## src/rtl/rst_sequencer_pkg.sv

```systemverilog
// +--------------------------------------------------------------------------+
// | rst_sequencer_pkg : state encodings and shared constants for rst_sequencer |
// | Revision 1.0                                                              |
// +--------------------------------------------------------------------------+
`default_nettype none

package rst_sequencer_pkg;

  typedef enum logic [1:0] {
    S_WAIT_LOCK = 2'd0,
    S_STABLE    = 2'd1,
    S_HOLD      = 2'd2,
    S_RUN       = 2'd3
  } state_t;

  localparam logic [7:0] LOSS_CNT_MAX = 8'd255;

  // Counter width able to hold n-1 without wrapping; never narrower than 1 bit.
  function automatic int cnt_width(input int n);
    return (n > 1) ? $clog2(n) : 1;
  endfunction

endpackage

`default_nettype wire

```

## src/rtl/sync_ff.sv

```systemverilog
// +--------------------------------------------------------------------------+
// | sync_ff : N-stage single-bit synchronizer, async active-high reset        |
// | Revision 1.0                                                              |
// +--------------------------------------------------------------------------+
`default_nettype none

module sync_ff #(
  parameter int STAGES = 2
) (
  input  logic clk,
  input  logic rst,
  input  logic d,
  output logic q
);

  logic [STAGES-1:0] chain;

  always_ff @(posedge clk or posedge rst) begin
    if (rst) begin
      chain <= '0;
    end else begin
      chain <= {chain[STAGES-2:0], d};
    end
  end

  assign q = chain[STAGES-1];

endmodule

`default_nettype wire

```

## src/rtl/rst_sequencer.sv

```systemverilog
// +--------------------------------------------------------------------------+
// | rst_sequencer : lock-qualified CPU reset with button debounce and         |
// |                 loss-of-lock recording. Revision 1.0                      |
// +--------------------------------------------------------------------------+
`default_nettype none

module rst_sequencer
  import rst_sequencer_pkg::*;
#(
  parameter int SYNC_STAGES        = 2,
  parameter int LOCK_STABLE_CYCLES = 1024,
  parameter int HOLD_CYCLES        = 16,
  parameter int DEBOUNCE_CYCLES    = 65536
) (
  input  logic       clk,
  input  logic       rst,
  input  logic       locked,
  input  logic       btn_rst,
  output logic       rst_out,
  output logic       ready,
  output logic       lock_lost,
  output logic [7:0] lock_loss_cnt
);

  localparam int STABLE_W = cnt_width(LOCK_STABLE_CYCLES);
  localparam int HOLD_W   = cnt_width(HOLD_CYCLES);
  localparam int DB_W     = cnt_width(DEBOUNCE_CYCLES);

  localparam logic [STABLE_W-1:0] STABLE_LAST = STABLE_W'(LOCK_STABLE_CYCLES - 1);
  localparam logic [HOLD_W-1:0]   HOLD_LAST   = HOLD_W'(HOLD_CYCLES - 1);
  localparam logic [DB_W-1:0]     DB_LAST     = DB_W'(DEBOUNCE_CYCLES - 1);

  logic                locked_s;
  logic                btn_s;
  logic                btn_db;
  logic                btn_db_q;
  logic [DB_W-1:0]     db_cnt;
  logic                press;

  state_t              state;
  state_t              next_state;
  logic [STABLE_W-1:0] stable_cnt;
  logic [STABLE_W-1:0] stable_next;
  logic [HOLD_W-1:0]   hold_cnt;
  logic [HOLD_W-1:0]   hold_next;

  sync_ff #(.STAGES(SYNC_STAGES)) u_sync_locked (
    .clk (clk),
    .rst (rst),
    .d   (locked),
    .q   (locked_s)
  );

  sync_ff #(.STAGES(SYNC_STAGES)) u_sync_btn (
    .clk (clk),
    .rst (rst),
    .d   (btn_rst),
    .q   (btn_s)
  );

  // Debounced level only follows btn_s after it has differed for a full window.
  always_ff @(posedge clk or posedge rst) begin
    if (rst) begin
      btn_db   <= 1'b0;
      btn_db_q <= 1'b0;
      db_cnt   <= '0;
    end else begin
      btn_db_q <= btn_db;
      if (btn_s == btn_db) begin
        db_cnt <= '0;
      end else if (db_cnt == DB_LAST) begin
        btn_db <= btn_s;
        db_cnt <= '0;
      end else begin
        db_cnt <= db_cnt + DB_W'(1);
      end
    end
  end

  assign press = btn_db & ~btn_db_q;

  always_ff @(posedge clk or posedge rst) begin
    if (rst) begin
      state      <= S_WAIT_LOCK;
      stable_cnt <= '0;
      hold_cnt   <= '0;
    end else begin
      state      <= next_state;
      stable_cnt <= stable_next;
      hold_cnt   <= hold_next;
    end
  end

  always_comb begin
    next_state  = state;
    stable_next = stable_cnt;
    hold_next   = hold_cnt;
    // Loss of lock overrides everything, including a same-cycle press.
    if (!locked_s) begin
      next_state  = S_WAIT_LOCK;
      stable_next = '0;
      hold_next   = '0;
    end else begin
      case (state)
        S_WAIT_LOCK: begin
          next_state  = S_STABLE;
          stable_next = '0;
          hold_next   = '0;
        end
        S_STABLE: begin
          if (stable_cnt == STABLE_LAST) begin
            next_state  = S_HOLD;
            stable_next = '0;
            hold_next   = '0;
          end else begin
            stable_next = stable_cnt + STABLE_W'(1);
          end
        end
        S_HOLD: begin
          if (press || btn_db) begin
            hold_next = '0;
          end else if (hold_cnt == HOLD_LAST) begin
            next_state = S_RUN;
            hold_next  = '0;
          end else begin
            hold_next = hold_cnt + HOLD_W'(1);
          end
        end
        S_RUN: begin
          if (press) begin
            next_state = S_HOLD;
            hold_next  = '0;
          end
        end
        default: begin
          next_state  = S_WAIT_LOCK;
          stable_next = '0;
          hold_next   = '0;
        end
      endcase
    end
  end

  // Outputs track next_state so rst_out changes on the same edge as the state.
  always_ff @(posedge clk or posedge rst) begin
    if (rst) begin
      rst_out       <= 1'b1;
      ready         <= 1'b0;
      lock_lost     <= 1'b0;
      lock_loss_cnt <= 8'd0;
    end else begin
      rst_out <= (next_state != S_RUN);
      ready   <= (next_state == S_RUN);
      if ((state == S_RUN) && !locked_s) begin
        lock_lost <= 1'b1;
        if (lock_loss_cnt != LOSS_CNT_MAX) begin
          lock_loss_cnt <= lock_loss_cnt + 8'd1;
        end
      end
    end
  end

endmodule

`default_nettype wire

```

## config.mk

```make
export PLATFORM = sky130hd
export DESIGN_NAME = rst_sequencer
export DESIGN_NICKNAME = d
export VERILOG_FILES = /design/src/rtl/rst_sequencer_pkg.sv /design/src/rtl/sync_ff.sv /design/src/rtl/rst_sequencer.sv
export SDC_FILE = /design/constraint.sdc
export NUM_CORES = 1
export LEC_CHECK = 0
export CORE_ASPECT_RATIO = 1.2
export CORE_UTILIZATION = 56
export CTS_BUF_LIST = sky130_fd_sc_hd__clkbuf_4
export CTS_CLUSTER_DIAMETER = 150
export DETAILED_ROUTE_END_ITERATION = 8
export PLACE_DENSITY = 0.76
export SYNTH_ARGS = -nofsm -noshare
export SYNTH_HDL_FRONTEND = slang
export SYNTH_SLANG_ARGS = --single-unit
export TNS_END_PERCENT = 50
```

## constraint.sdc

```tcl
create_clock -name clk -period 1.75 [get_ports clk]
set_input_delay 0.35 -clock clk [delete_from_list [all_inputs] [get_ports clk]]
set_output_delay 0.35 -clock clk [all_outputs]
set_load 0.005 [all_outputs]
```

==> results.sh <==
export IMPL_outcome="finished, final reports clean"
export IMPL_global_route_usage_met3=0.0532
export IMPL_h_tree_depth=2
export IMPL_critPathCaptureType="primary output"
export IMPL_worstSetupPathType="flop to primary output"
export IMPL_hold_class="primary input to asynchronous set/reset pin"
export IMPL_worst_path_max_delay_cell="clkdlybuf4s50_1"
export IMPL_routedWlPerCell_um=14.0
export IMPL_synth_warning_count=0
export IMPL_crit_chain="clkdlybuf4s50_1"
export IMPL_pre_cts_slack_ps=56.1
export IMPL_dr_pass1_iters=4
export IMPL_crit_buf_inv=1
export IMPL_antenna_cells=0
export IMPL_total_leakage_power_uw=0.00124
export IMPL_cts_post_setup_buffers_inserted=0
export IMPL_synthDistinctLibCells=44
export IMPL_path_max_fanout=4
export IMPL_crit_required_ps=1400
export IMPL_tritoncts_num_buffers=5
export IMPL_setup_tns_final_ps=0
export IMPL_worst_slew_margin_rel=0.675
export IMPL_top_count_cell_post_synth="dfrtp_1"
export IMPL_first_global_vias=1637
export IMPL_cpPeakStageDelay_ps=530
export IMPL_worst_ir_drop_vdd_v=0.000500
export IMPL_i_o_pin_count=15
export IMPL_gpl_final_weighted_congestion=0.817
export IMPL_num_rows=25
export IMPL_cts_tree="yes"
export IMPL_hpwl_um=3150
export IMPL_floorplan_initialDensity=0.588
export IMPL_post_route_period_util=0.967
export IMPL_worst_r2r_cell_count=5
export IMPL_max_slew_worst_pin_slew_ps=485
export IMPL_worst_path_dominant_cell_family="buffers and inverters"
export IMPL_netlist_top_cell_by_area="dfrtp_1"
export IMPL_grt_overflow_total=0
export IMPL_gr_usage_met1=0.261
export IMPL_synth_edf_count=0
export IMPL_synth_largest_type_area_fraction=0.514
export IMPL_fmax_mhz=591
export IMPL_post_route_cells_drive_above_1_share=0.156
export IMPL_rsz0062_at_grt="no"
export IMPL_placeable_core_region_um2=3970
export IMPL_critical_path_reg2reg_startpoint="db_cnt[0]"
export IMPL_net_total_in_the_final_layout=251
export IMPL_grt_usage=0.215
export IMPL_die_x_um=60.9
export IMPL_post_synth_main_area_contributors="dfrtp_1 51%, xor2_1 6.4%, nand3_1 3.9%"
export IMPL_postRouteAntennaNets=0
export IMPL_async_flop_share=1.00
export IMPL_timing_clock_skew_ps=10.8
export IMPL_final_setup_worst_slack_ps=57.7
export IMPL_synth_cells=216
export IMPL_ys_seq_elements=49
export IMPL_cts_root_buffer_cell="clkbuf_4"
export IMPL_drc=0
export IMPL_cts_sinks=49
export IMPL_grt_first_pass_wirelength_um=7070
export IMPL_detail_route_wirelength_um=4170
export IMPL_grt_antenna_before_repair=0
export IMPL_max_cap_violations=0
export IMPL_top_usage_layer_grt="met2"
export IMPL_post_synth_instance_area_um2=2330
export IMPL_met2_track_utilization_from_global_routing=0.371
export IMPL_seq_total_area_yosys=0.526
export IMPL_die_h_um=72.7
export IMPL_timing_final_max_slew_violations=0
export IMPL_vias=1670
export IMPL_design_die_area_um2=4430
export IMPL_buffer_ports_inserted=14
export IMPL_hold_viol=0
export IMPL_layout_min_cycle_time_ps=1690
export IMPL_arrival_ps=1340
export IMPL_start_kind="flop"
export IMPL_largest_buffer_count_on_any_clock_path=2
export IMPL_grt_start_max_net_pins=20
export IMPL_ys_dominant_reg_cell="dfrtp_1"
export IMPL_final_setup_violation_count=0
export IMPL_syn_avg_cell_area_um2=10.8
export IMPL_syn_nets=224
export IMPL_netlist_top_cells_count="48 x dfrtp_1, 21 x nor2_1, 18 x nand3_1"
export IMPL_pwr_density_cell_nw_per_um2=675
export IMPL_clock_insertion_delay_worst_skew_ps=360
export IMPL_r2r_slack_ps=70
export IMPL_vias_per_cell=5.60
export IMPL_drt_first_iter_violations=61
export IMPL_area_added_between_synthesis_and_finish_pct=14.3
export IMPL_critical_path_reg2reg_endpoint="btn_db"
export IMPL_clk_pin_slew_worst_paths_ps=150
[cells in the final DEF, fill, tap and decap left out, types with 2 or more instances in the layout]
master | Yosys | layout
a21o_1 | 2 | 2
a21oi_1 | 5 | 5
a22o_1 | 3 | 3
a31o_2 | 2 | 2
a41o_1 | 2 | 2
and2_1 | 3 | 3
and3_1 | 6 | 5
and4_1 | 3 | 3
buf_4 | 2 | 11
clkbuf_4 | 0 | 5
clkdlybuf4s50_1 | 0 | 11
dfrtp_1 | 48 | 47
dlymetal6s2s_1 | 0 | 2
ha_1 | 4 | 3
inv_1 | 5 | 4
mux2_2 | 2 | 2
nand2_1 | 13 | 13
nand3_1 | 18 | 18
nand4_1 | 7 | 7
nand4_2 | 2 | 2
nor2_1 | 21 | 21
nor2b_1 | 2 | 2
nor3_1 | 8 | 8
nor4_1 | 2 | 2
o21ai_0 | 7 | 7
or3_1 | 3 | 3
xnor2_1 | 9 | 9
xor2_1 | 17 | 17
[logic make-up after synthesis]
family                     Yosys count  share of synthesized area
adders and majority gates            4                     0.0214
DFF                                 49                      0.526
and+or+nand+nor                     95                      0.221
muxes                                3                     0.0139
AOI/OAI and AO/OA                   29                     0.0997
buffers and inverters               10                     0.0204
xor gates and xnor gates            26                     0.0975
[through the flow]
stage	instances	area, um^2	total power, uW	hold slack (ps)	utilization
finish	298	2670	1800	250	0.671
global route	298	2670	1880	274	0.671
CTS	298	2660	1830	246	0.668
detailed placement	290	2600	1300	338	0.654
global placement	290	2600	1290	337	0.654
floorplan	216	2330	1250	331	-
[routing by layer]
layer  vias up  share of wire
li1        822              -
met1       823           0.44
met2        19           0.52
met3         6          0.027
met4         0          0.014
met5         -              0
[worst max-delay path by stage]
| stage | start | cells after the start | endpoint | slack [ps] |
|---|---|---|---|---|
| floorplan | db_cnt[0] | 5 | btn_db | 180 |
| global placement | db_cnt[0] | 5 | btn_db | 120 |
| detailed placement | db_cnt[0] | 5 | btn_db | 60 |
| CTS | lock_loss_cnt[4] | 1 | lock_loss_cnt[4] | 40 |
| global route | db_cnt[0] | 5 | btn_db | 0.7 |
| finish | lock_loss_cnt[4] | 1 | lock_loss_cnt[4] | 60 |
[worst reg2reg max path, delay by kind of cell, from the launching register on]
kind | cells | cell delay (ps)
adder cells (fa/ha/maj) | 1 | 240
flip-flops | 1 | 430
multiplexers | 1 | 350
AND/OR/NAND/NOR | 3 | 560
[cell type report]
type	count	area [um^2]
Sequential cell	49	1230
Multi-Input combinational cell	157	1070
Clock buffer	5	37.5
Timing Repair Buffer	25	226
Clock inverter	3	21.3
Inverter	5	18.8
Tap cell	54	67.6
Fill cell	336	1310
[registers in the layout, summed over array words and instances (netlist names)]
register and cells:
hold_cnt 4, u_sync_locked.chain 2, btn_db 1, rst_out 1, btn_db_q 1, ready 1
state 2, lock_loss_cnt 8, lock_lost 1, stable_cnt 10, db_cnt 16, u_sync_btn.chain 2
[where the power goes]
group	leakage [uW]	internal, uW	switching [uW]
Clock	0.0000316	160	367
Combinational	0.000543	43.4	61.5
Sequential	0.000665	1150	18.6
Total	0.00124	1350	447
[repair_timing]
action	in CTS	in global routing
hold buffers	0	0
gates resized for setup	2	4
endpoints found under the setup margin	2	15
(Power assumes the default switching activity.)
